### config.mk
export PLATFORM = sky130hd
export DESIGN_NAME = instr_fetch_unit
export DESIGN_NICKNAME = d
export VERILOG_FILES = /design/src/rtl/fetch_pkg.sv /design/src/rtl/fetch_queue.sv /design/src/rtl/instr_fetch_unit.sv
export SDC_FILE = /design/constraint.sdc
export NUM_CORES = 1
export LEC_CHECK = 0
export CAP_MARGIN = 15
export CORE_AREA = 8 8 139 141
export CTS_BUF_LIST = sky130_fd_sc_hd__clkbuf_4 sky130_fd_sc_hd__clkbuf_8
export DETAILED_ROUTE_END_ITERATION = 16
export DIE_AREA = 0 0 147 149
export DONT_BUFFER_PORTS = 1
export PLACE_DENSITY = 0.57
export SYNTH_ARGS = -nofsm -noshare
export SYNTH_HDL_FRONTEND = slang
export SYNTH_HIERARCHICAL = 1
export SYNTH_SLANG_ARGS = --single-unit
export TNS_END_PERCENT = 5
### constraint.sdc
create_clock -name clk -period 8.5 [get_ports clk]
set_clock_uncertainty 0.2 [all_clocks]
set_input_delay 1.7 -clock clk [delete_from_list [all_inputs] [get_ports clk]]
set_output_delay 1.7 -clock clk [all_outputs]
set_load 0.005 [all_outputs]
### src/rtl/fetch_pkg.sv
// Shared types and defaults for the instruction fetch unit.
package fetch_pkg;

  localparam int unsigned FETCH_ADDR_W   = 16;
  localparam int unsigned FETCH_INSTR_W  = 32;
  localparam logic [15:0] FETCH_RESET_PC = 16'h0000;

  typedef enum logic [1:0] {
    ST_IDLE,
    ST_RUN,
    ST_HALTED
  } fetch_state_e;

  typedef struct packed {
    logic [FETCH_ADDR_W-1:0]  pc;
    logic [FETCH_INSTR_W-1:0] instr;
  } fetch_entry_t;

endpackage

### src/rtl/fetch_queue.sv
// Small synchronous FIFO of fetch entries; flush wins over push.
module fetch_queue #(
  parameter int unsigned WIDTH = 48,
  parameter int unsigned DEPTH = 2
) (
  input  logic                       clk,
  input  logic                       rst_n,
  input  logic                       push,
  input  logic [WIDTH-1:0]           push_data,
  input  logic                       pop,
  input  logic                       flush,
  output logic [WIDTH-1:0]           head_data,
  output logic [$clog2(DEPTH+1)-1:0] count,
  output logic                       full
);

  localparam int unsigned PTR_W = (DEPTH > 1) ? $clog2(DEPTH) : 1;
  localparam int unsigned CNT_W = $clog2(DEPTH + 1);

  logic [WIDTH-1:0] mem_q [DEPTH];
  logic [WIDTH-1:0] mem_d [DEPTH];
  logic [PTR_W-1:0] wr_ptr_q, wr_ptr_d;
  logic [PTR_W-1:0] rd_ptr_q, rd_ptr_d;
  logic [CNT_W-1:0] count_q, count_d;
  logic             do_push, do_pop;

  assign full      = (count_q == CNT_W'(DEPTH));
  assign count     = count_q;
  assign head_data = mem_q[rd_ptr_q];
  assign do_pop    = pop && (count_q != '0);
  assign do_push   = push && (!full || do_pop);

  always_comb begin
    mem_d    = mem_q;
    wr_ptr_d = wr_ptr_q;
    rd_ptr_d = rd_ptr_q;
    count_d  = count_q;
    if (flush) begin
      wr_ptr_d = '0;
      rd_ptr_d = '0;
      count_d  = '0;
    end else begin
      if (do_push) begin
        mem_d[wr_ptr_q] = push_data;
        wr_ptr_d        = wr_ptr_q + PTR_W'(1);
      end
      if (do_pop) begin
        rd_ptr_d = rd_ptr_q + PTR_W'(1);
      end
      case ({do_push, do_pop})
        2'b10:   count_d = count_q + CNT_W'(1);
        2'b01:   count_d = count_q - CNT_W'(1);
        default: count_d = count_q;
      endcase
    end
  end

  always_ff @(posedge clk or negedge rst_n) begin
    if (!rst_n) begin
      for (int unsigned i = 0; i < DEPTH; i++) mem_q[i] <= '0;
      wr_ptr_q <= '0;
      rd_ptr_q <= '0;
      count_q  <= '0;
    end else begin
      mem_q    <= mem_d;
      wr_ptr_q <= wr_ptr_d;
      rd_ptr_q <= rd_ptr_d;
      count_q  <= count_d;
    end
  end

endmodule

### src/rtl/instr_fetch_unit.sv
// Fetch sequencer: PC register, run/halt FSM and the queue feeding decode.
module instr_fetch_unit
  import fetch_pkg::*;
#(
  parameter int unsigned       ADDR_W   = FETCH_ADDR_W,
  parameter int unsigned       INSTR_W  = FETCH_INSTR_W,
  parameter logic [ADDR_W-1:0] RESET_PC = ADDR_W'(FETCH_RESET_PC),
  parameter int unsigned       DEPTH    = 2
) (
  input  logic               clk,
  input  logic               rst_n,
  input  logic               start,
  input  logic               halt,
  input  logic               redirect_valid,
  input  logic [ADDR_W-1:0]  redirect_pc,
  output logic [ADDR_W-1:0]  imem_addr,
  input  logic [INSTR_W-1:0] imem_instr,
  output logic               out_valid,
  input  logic               out_ready,
  output logic [INSTR_W-1:0] out_instr,
  output logic [ADDR_W-1:0]  out_pc,
  output logic               running,
  output logic [15:0]        fetch_count
);

  fetch_state_e               state_q, state_d;
  logic [ADDR_W-1:0]          pc_q, pc_d;
  logic [15:0]                fetch_count_q, fetch_count_d;
  logic                       running_q, running_d;
  logic [$clog2(DEPTH+1)-1:0] q_count;
  logic                       q_full;
  logic                       push, pop;

  assign imem_addr   = pc_q;
  assign running     = running_q;
  assign fetch_count = fetch_count_q;
  assign out_valid   = (q_count != '0);
  assign pop         = out_valid && out_ready;
  // A redirect discards the whole queue, so an accepted head needs no separate pop.
  assign push        = (state_q == ST_RUN) && !redirect_valid && !halt && (!q_full || pop);

  always_comb begin
    state_d = state_q;
    unique case (state_q)
      ST_IDLE:   if (!halt && start) state_d = ST_RUN;
      ST_RUN:    if (halt) state_d = ST_HALTED;
      ST_HALTED: if (!halt && start) state_d = ST_RUN;
      default:   state_d = ST_IDLE;
    endcase
    running_d = (state_d == ST_RUN);

    pc_d          = pc_q;
    fetch_count_d = fetch_count_q;
    if (redirect_valid) begin
      pc_d = redirect_pc;
    end else if (push) begin
      pc_d          = pc_q + ADDR_W'(1);
      fetch_count_d = fetch_count_q + 16'd1;
    end
  end

  always_ff @(posedge clk or negedge rst_n) begin
    if (!rst_n) begin
      state_q       <= ST_IDLE;
      running_q     <= 1'b0;
      pc_q          <= RESET_PC;
      fetch_count_q <= '0;
    end else begin
      state_q       <= state_d;
      running_q     <= running_d;
      pc_q          <= pc_d;
      fetch_count_q <= fetch_count_d;
    end
  end

  fetch_queue #(
    .WIDTH (ADDR_W + INSTR_W),
    .DEPTH (DEPTH)
  ) u_queue (
    .clk       (clk),
    .rst_n     (rst_n),
    .push      (push),
    .push_data ({pc_q, imem_instr}),
    .pop       (pop),
    .flush     (redirect_valid),
    .head_data ({out_pc, out_instr}),
    .count     (q_count),
    .full      (q_full)
  );

endmodule

==> results.py <==
metrics = {
    "floorplanning": {
        "rows": 48,
        "die_width_um": 147,
        "io_pins": 136,
        "dieArea_um2": 21900,
        "core_area_um2": 17100,
        "start_util": 0.363,
        "die_h_um": 149,
    },
    "min_path": {
        "holdCritStartpoint": "u_queue/mem_q[69]",
        "hp-class": "reg2reg",
    },
    "place": {
        "place_inst": 669,
        "place_congestion": 0.746,
        "place_hpwl_mm": 9.54,
        "io_buffer_count": 0,
    },
    "clock_tree": {
        "cts_resized": 0,
        "postCtsSetupRepairBufs": 0,
        "numCtsBuffers": 17,
        "h-tree-depth": 4,
        "cts_tree": "built",
        "cts_sinks": 135,
        "clkTransAtPathRegs_ps": 70,
        "cts.path.max_buffers": 2,
        "root_buffer": "clkbuf_8",
        "insertion_delay_ps": 430,
        "hold_buffers": 0,
    },
    "yosys": {
        "yosys_warnings": 6,
        "yosysTopAreaCell": "dfrtp_1",
        "synth_top_area_frac": 0.546,
        "yosys-top-cells-area": "dfrtp_1 (55%), mux2_2 (25%), mux2_4 (2.2%), xnor2_1 (2.1%), xor2_1 (1.1%)",
        "synthFlopType": "dfrtp_1",
        "syn-num-nets": 520,
        "ys_seq_area_frac": 0.546,
        "syn_avg_cell_area_um2": 13.3,
        "synth.cell_area_um2": 6190,
        "yosysMostFrequentCell": "mux2_2",
        "netlist_instances": 464,
        "synth_cell_type_count": 39,
        "synthArstFlopShare": 1.00,
        "ys_ff_latch": 135,
        "synthTopCellsByCount": "mux2_2 (137), dfrtp_1 (135), nand2_1 (18)",
        "synth_edf_count": 0,
    },
    "route": {
        "drt_iter0_markers": 131,
        "vias": 3705,
        "finalWirelength_mm": 14.4,
        "viasPerCell": 5.29,
        "routedWlPerCell_um": 20.6,
        "drc": 0,
        "drtAntennaViolNets": 0,
        "drt-pass1-iter-count": 4,
    },
    "worst_setup_path": {
        "arrival_ps": 4330,
        "crit_path_end_kind": "flop",
        "cp-start-kind": "primary input",
        "reg2reg_from": "state_q[0]",
        "path_max_fanout": 49,
        "cp_data_required_time_ps": 8610,
        "slowest_stage": "or4b_4",
        "max_stage_delay_ps": 870,
        "regToRegSetupSlack_ps": 5100,
        "worstSetupStartpoint": "halt",
        "cp_num_buf_inv": 0,
        "crit_chain": "or3b_1, a211oi_2, or4b_4, mux2_4",
        "worstSetupPathType": "in2reg",
        "crit_family": "simple AND/OR/NAND/NOR gates",
    },
    "final_layout": {
        "regArea_um2": 3380,
        "multi_input_area_um2": 2690,
        "final.fill_count": 1640,
        "finalNetCount": 519,
        "antenna_cells": 0,
        "syn2layout_area_growth_pct": 9.55,
        "drive_gt1_frac": 0.393,
        "stdcell_count": 701,
    },
    "grt": {
        "gr-usage-all-layers": 0.136,
        "grt_pass1_wl_mm": 23.2,
        "grt_max_degree": 136,
        "antenna_found_initial": 0,
        "grt_pass1_vias": 3966,
        "overflow": 0,
    },
    "run": {
        "maxCapViolCount": 0,
    },
    "timing": {
        "fmax_ghz": 0.237,
        "finalSetupViolCount": 0,
        "min_period_ps": 4210,
        "hold_violations": 0,
        "slew_viol_final": 0,
        "tns_ps": 0,
        "worstMarginPinSlew_ps": 836,
        "rsz0062_at_grt": "no",
        "period_share": 0.496,
        "whs_ps": 304,
        "relSlewSlack": 0.443,
    },
    "power": {
        "p_leak_uw": 0.00301,
        "power.density_nw_per_um2": 254,
        "peakVddDrop_mv": 0.0974,
    },
    "outcome": {
        "outcome": "finished, final reports clean",
    },
}
[sequential cells by signal, indices dropped and copies added, names as in the netlist]
name and cells:
u_queue/mem_q 96, fetch_count 16, imem_addr 16, state_q 2, u_queue/count 2, running 1
u_queue/rd_ptr_q 1, u_queue/wr_ptr_q 1
[power by group]
part	switching, uW	internal, uW	leakage [uW]
logic	131	195	0.00105
registers	93.6	778	0.00176
clock network	239	287	0.000203
total	464	1260	0.00301
[layout by cell type (no fill, tap or decap), types with 3 or more instances in the layout]
cell type and instances:
nor2_1 12, nand2b_1 5, mux2_4 9, xnor2_1 15, clkbuf_8 19, a211oi_1 6
nor4_1 3, a21oi_1 3, a31oi_1 7, inv_1 6, o31ai_1 5, nand4_1 9
xor2_1 8, and4_1 3, and3_1 3, clkinv_2 5, nand3_1 10, or3_1 3
mux2_2 137, clkbuf_4 4, o21ai_0 12, dfrtp_1 134, nand2_1 18, nor2b_1 4
or4_1 7, or2_2 3
[path summary, 6_finish.rpt]
path | to | cells past startpoint
min reg2reg | u_queue/mem_q[69] | 1
min in group asynchronous | u_queue/mem_q[74] | 0
max | u_queue/mem_q[90] | 4
max reg2reg | u_queue/mem_q[90] | 4
max in group asynchronous | u_queue/mem_q[27] | 0
min | u_queue/mem_q[69] | 1
[metal layers]
layer  up-vias  GRT usage  wire (um)  part of all wire
met2       114      0.209       6620              0.46
met4         0     0.0413        171             0.012
met3        12     0.0613       1160             0.080
met5         -          0          0                 0
li1       1688          -          -                 -
met1      1891      0.168       6470              0.45
[area by class of cell]
class / count / share of cell area
Multi-Input combinational cell: 301 / 0.396
Clock inverter: 9 / 0.0148
Sequential cell: 135 / 0.499
Tap cell: 225 / 0.0415
Clock buffer: 23 / 0.0430
Inverter: 6 / 0.00332
Timing Repair Buffer: 2 / 0.00222
[cell families (layout without fill, tap and decap cells)]
group                    after synthesis  count (layout)  share of synthesized area
AO/OA/AOI/OAI                         42              42                     0.0453
XOR/XNOR                              23              23                     0.0326
adder cells (fa/ha/maj)                2               2                    0.00404
buffers and inverters                 28              40                     0.0210
flip-flops                           135             135                      0.546
multiplexers                         148             148                      0.274
AND/OR/NAND/NOR                       86              86                     0.0765
[metrics by stage]
stage	power, uW	utilization	setup slack (ps)	cell area [um2]
detailed placement	1220	0.374	3880	6380
CTS	1760	0.397	4370	6780
global placement	1200	0.374	3980	6380
floorplan	1120	-	4270	6190
global route	1830	0.397	4230	6780
finish	1720	0.397	4290	6780
Power figures use the tool's default switching activity.
==> variant 1 (same settings) <==
Re-encode `fetch_state_e` (3 states) as one-hot, 3 bits wide.
--- a/src/rtl/fetch_pkg.sv
+++ b/src/rtl/fetch_pkg.sv
@@ -5,10 +5,10 @@
   localparam int unsigned FETCH_INSTR_W  = 32;
   localparam logic [15:0] FETCH_RESET_PC = 16'h0000;
 
-  typedef enum logic [1:0] {
-    ST_IDLE,
-    ST_RUN,
-    ST_HALTED
+  typedef enum logic [2:0] {
+    ST_IDLE   = 3'b001,
+    ST_RUN    = 3'b010,
+    ST_HALTED = 3'b100
   } fetch_state_e;
 
   typedef struct packed {
Check against the original RTL: no difference found for any inputs over 4 cycles, from zero or initial values and one cycle with rst_n low; so few cycles prove little.
==> variant 1 against the unedited design <==
Register-to-register slack worse by 200 ps. Utilization is 0.67 points higher. Setup slack worse by 140 ps. Routed wire length is 0.25% higher. Die area stayed put. Critical endpoint is now u_queue/mem_q[50]$_DFFE_PN0P_. Area after synthesis is 1.5% higher. Sequential cell count is 1 higher. Cell area is 1.7% higher. Largest cell class unchanged. Global-route usage is 0.10 points lower. Non-clock buffer count is 2 higher.
Power is not compared: it rests on default switching activity, and its combinational part moved more than twofold at a synthesized area within 25%.
==> variant 1: results (changes against the unedited design) <==
[layout]
fin_area_mm2 = 0.00689  ; +1.7%
drive_gt1_share_pct = 38.9  ; -0.35 points
n_fill_cell = 1633  ; -0.43%
fin_nets = 531  ; +2.3%
stdcell_count = 713  ; +1.7%

[worst_setup_path]
path_max_fanout = 48  ; -2.0%
reg2regPathDepth = 5  ; +1
cp.arrival_ps = 4470  ; +140 ps
endpoint = u_queue/mem_q[50]$_DFFE_PN0P_
worst_path_max_delay_cell = or4b_1
path_delay_family = simple AND/OR/NAND/NOR gates
slowest_delay_ps = 680  ; -190 ps
r2r-start = state_q[2]$_DFF_PN0_
r2r_slack_ps = 4900  ; -200 ps

[run_status]
run_status = finished clean

[synthesis]
synthTopCellsByArea = dfrtp_1, mux2_2, xnor2_1
ys_seq_area_share_pct = 54.2  ; -0.37 points
synth.area.mux_share_pct = 26.9  ; -0.57 points
synth-xor-area-share_pct = 2.93  ; -0.33 points
synth_compound_area_share_pct = 4.82  ; +0.29 points
synth_cells = 477  ; +2.8%
netlist_top_cells_count = mux2_2, dfrtp_1, nand2_1, nand3_1, xnor2_1
yosysUniqueCellTypes = 46  ; +18%
synthAdderAreaFrac_pct = 0.399  ; -0.0058 points

[placement]
placed_cell_area_mm2 = 0.00647  ; +1.3%
dp_hpwl_um = 9660  ; +1.2%
preCtsSetupSlack_ps = 3660  ; -222 ps

[global_route]
first_global_vias = 3898  ; -1.7%
grt_pass1_wl_um = 22900  ; -1.1%
grt_usage_pct = 13.5  ; -0.10 points
grt_max_degree = 137  ; +0.74%

[route]
via_count = 3771  ; +1.8%
route.met3.wl_um = 1120  ; -3.5%
wl_met2_um = 6770  ; +2.2%
wl_met1_um = 6430  ; -0.59%
routedWlPerCell_um = 20.3  ; -1.4%
drt_iter0_drc = 160  ; +22%

[power_and_ir_drop]
pwr-share-comb_pct = 8.1

[hold_path]
hold_path_class = reg2reg
min-delay-start = u_queue/mem_q[57]$_DFFE_PN0P_

[sta]
holdWs_ps = 303  ; -0.479 ps
fin_crit_sh_pct = 51.2  ; +1.7 points

-- variant 1: changes by cell type after synthesis, moves of 3 or more --
cell / change
a211o_1: +5
a21oi_1: +7
a311o_1: +3
a31oi_1: -6
and3_1: +4
nand2_1: +5
nand3_1: +7
nand3b_1: +3
nand4_1: +3
o31ai_1: -5
or4_1: -6
xor2_1: -4
-- variant 1: cell families after synthesis --
group                      Yosys count
AOI/OAI and AO/OA                   42
xor gates and xnor gates            21
adders and majority gates            2
buffers and inverters               34
DFF                                136
muxes                              147
and+or+nand+nor                     95
-- variant 1: area by class of cell --
class                      count  area share [%]
multi-input combinational    307            39.4
inverter                       9           0.490
tap                          225            4.09
sequential                   136            49.4
timing repair buffer           4           0.436
clock inverter                11            2.14
clock buffer                  21            4.01
-- variant 1: layer usage --
layer,vias to the layer above,global-route usage [%]
met5,-,0
li1,1718,-
met4,0,5.05
met3,7,5.46
met1,1946,16.7
met2,100,20.7
==> variant 2 (same flow settings) <==
Without the edit above. `FETCH_ADDR_W`: 16 -> 15.
--- a/src/rtl/fetch_pkg.sv
+++ b/src/rtl/fetch_pkg.sv
@@ -1,7 +1,7 @@
 // Shared types and defaults for the instruction fetch unit.
 package fetch_pkg;
 
-  localparam int unsigned FETCH_ADDR_W   = 16;
+  localparam int unsigned FETCH_ADDR_W   = 15;
   localparam int unsigned FETCH_INSTR_W  = 32;
   localparam logic [15:0] FETCH_RESET_PC = 16'h0000;
 
Ports: changed (resized imem_addr, out_pc and redirect_pc); port bits go from 136 to 133. The function was not compared with the original's and may differ.
==> variant 2 against the unedited design <==
Area after synthesis decreased by 1.3%. Register-to-register slack worse by 70 ps. Power is 1.2% lower. Utilization down 0.47 points. Die area is the same. Sequential cell count shrank 3. Setup slack got worse by 51 ps. Routed wire length decreased by 4.0%. Global-route usage fell by 0.63 points. First-iteration DRC count is 3.8% higher. Sequential share of layout area down 0.52 points. Count of clock-buffer cells in the layout decreased by 3. Cell area decreased by 1.2%.
==> variant 2: results (changes against the unedited design) <==
[route]
routedWlPerCell_um = 20.1  ; -2.2%
via_count = 3598  ; -2.9%
wl_met1_um = 5860  ; -9.5%
drc = 0  ; unchanged
route.met3.wl_um = 1420  ; +23%
drt_iter0_drc = 136  ; +3.8%
wl_met2_um = 6400  ; -3.4%
drt_pass1_iterations = 4  ; unchanged
top_layer_used = met4

[synthesis]
async_reset_ff_share_pct = 100  ; unchanged
syn_nets = 505  ; -2.9%
synthTopCellsByArea = dfrtp_1, mux2_2, mux2_4
netlist_top_cells_count = dfrtp_1, mux2_2, nand2_1, mux2_4, xnor2_1
yosys_warnings = 6  ; unchanged
yosysUniqueCellTypes = 46  ; +18%
ys_seq_area_share_pct = 54.1  ; -0.51 points

[placement]
preCtsSetupSlack_ps = 3770  ; -110 ps
io_buffers = 0  ; unchanged
dp_hpwl_um = 9310  ; -2.4%
gp_congestion = 0.749  ; +0.52%

[worst_setup_path]
cp.arrival_ps = 4380  ; +50 ps
r2r_slack_ps = 5030  ; -70 ps
path_max_fanout = 48  ; -2.0%
reg2regPathDepth = 5  ; +1
slowest_delay_ps = 850  ; -20 ps
r2r-start = u_queue/count[1]$_DFFE_PN0P_
worst_path_max_delay_cell = or4b_4
r2r_end = u_queue/mem_q[56]$_DFFE_PN0P_

[global_route]
grt_max_degree = 133  ; -2.2%
grt_pass1_wl_um = 21900  ; -5.7%
antenna_found_initial = 0  ; unchanged
grt_usage_pct = 12.9  ; -0.63 points
first_global_vias = 3764  ; -5.1%

[sta]
holdWs_ps = 301  ; -2.92 ps
max_slew.worst_pin.slew_ps = 930  ; +94.5 ps

[clocking]
root_buffer = clkbuf_8
cts_max_level = 4  ; unchanged
post_cts_resized = 0  ; unchanged
clk_path_buf_depth = 2  ; unchanged
path_clk_slew_ps = 80
clock_latency_ps = 430  ; about the same
post_cts_buffers = 0  ; unchanged
numCtsBuffers = 17  ; unchanged

[layout]
n_fill_cell = 1645  ; +0.30%
largest_reg_flops = 94  ; -2.1%
regMostFlops = u_queue/mem_q
drive_gt1_share_pct = 41.0  ; +1.8 points
antenna_cells = 0  ; unchanged

[power_and_ir_drop]
p_leak_uw = 0.00299  ; -0.83%
irDropWorstVdd_v = 0.0000974  ; about the same
sw_frac_of_total_pct = 26.9  ; +0.032 points

[hold_path]
hold_path_class = reg2reg
hold_path_depth = 1  ; unchanged
min-delay-start = u_queue/mem_q[54]$_DFFE_PN0P_
holdPathEnd = u_queue/mem_q[54]$_DFFE_PN0P_

[run_status]
run_status = finished clean

[variant 2: cell count changes in the layout (fill, tap and decap cells not counted), sizes merged, moves of 3 or more]
cell / delta
dfrtp: -3
nand2: +4
nor4: -3
clkbuf: -3
or4: -3
or3: -3
mux2: -4
clkinvlp: +3
nand4: -3
[variant 2: kinds of logic (layout without fill, tap and decap cells)]
family	Yosys count	in the layout	synth area share, %
adders and majority gates	2	2	0.410
buffers and inverters	27	40	2.30
DFF	132	132	54.1
muxes	144	144	27.7
and+or+nand+nor	81	81	7.17
xor gates and xnor gates	23	23	3.30
AOI/OAI and AO/OA	41	41	5.04
[variant 2: cell type report]
| class | instances | area, µm² | area share (%) |
|---|---|---|---|
| clock buffer | 20 | 275 | 4.11 |
| clock inverter | 12 | 130 | 1.94 |
| inverter | 6 | 22.5 | 0.336 |
| multi-input combinational | 291 | 2670 | 39.8 |
| sequential | 132 | 3300 | 49.3 |
| tap | 225 | 282 | 4.20 |
| timing repair buffer | 2 | 15.0 | 0.224 |
[variant 2: through the flow]
stage	power, µW	instance area, µm²	cells
after global routing	1810	6700	688
after global placement	1180	6290	656
final	1700	6700	688
after floorplan	1110	6110	450
after CTS	1740	6700	688
after detailed placement	1190	6290	656
[variant 2: metal layers]
layer  vias up  global-route usage (%)
li1       1625                       -
met1      1828                    15.2
met2       130                    20.2
met3        15                    6.40
met4         0                    4.59
met5         -                       0
[variant 2: worst max path at each step]
stage / start / to / slack (ps) / depth (start not counted)
finish: halt / u_queue/mem_q[86]$_DFFE_PN0P_ / 4230 / 5
global route: halt / u_queue/mem_q[49]$_DFFE_PN0P_ / 4150 / 5
CTS: halt / u_queue/mem_q[49]$_DFFE_PN0P_ / 4250 / 5
detailed placement: halt / u_queue/mem_q[85]$_DFFE_PN0P_ / 3770 / 5
global placement: halt / u_queue/mem_q[47]$_DFFE_PN0P_ / 3830 / 5
floorplan: halt / u_queue/mem_q[77]$_DFFE_PN0P_ / 4260 / 9
[variant 2: critical path, delay by kind of cell]
family	cells	cell delay, ps
mux	1	430
compound gates	1	410
simple gates	3	1760
[variant 2: power groups by stage]
stage	Sequential [µW]	Clock, µW	Combinational [µW]
finish	851	528	324
global placement	858	0	324
detailed placement	864	0	330
floorplan	831	0	277
global route	872	583	354
CTS	853	553	333
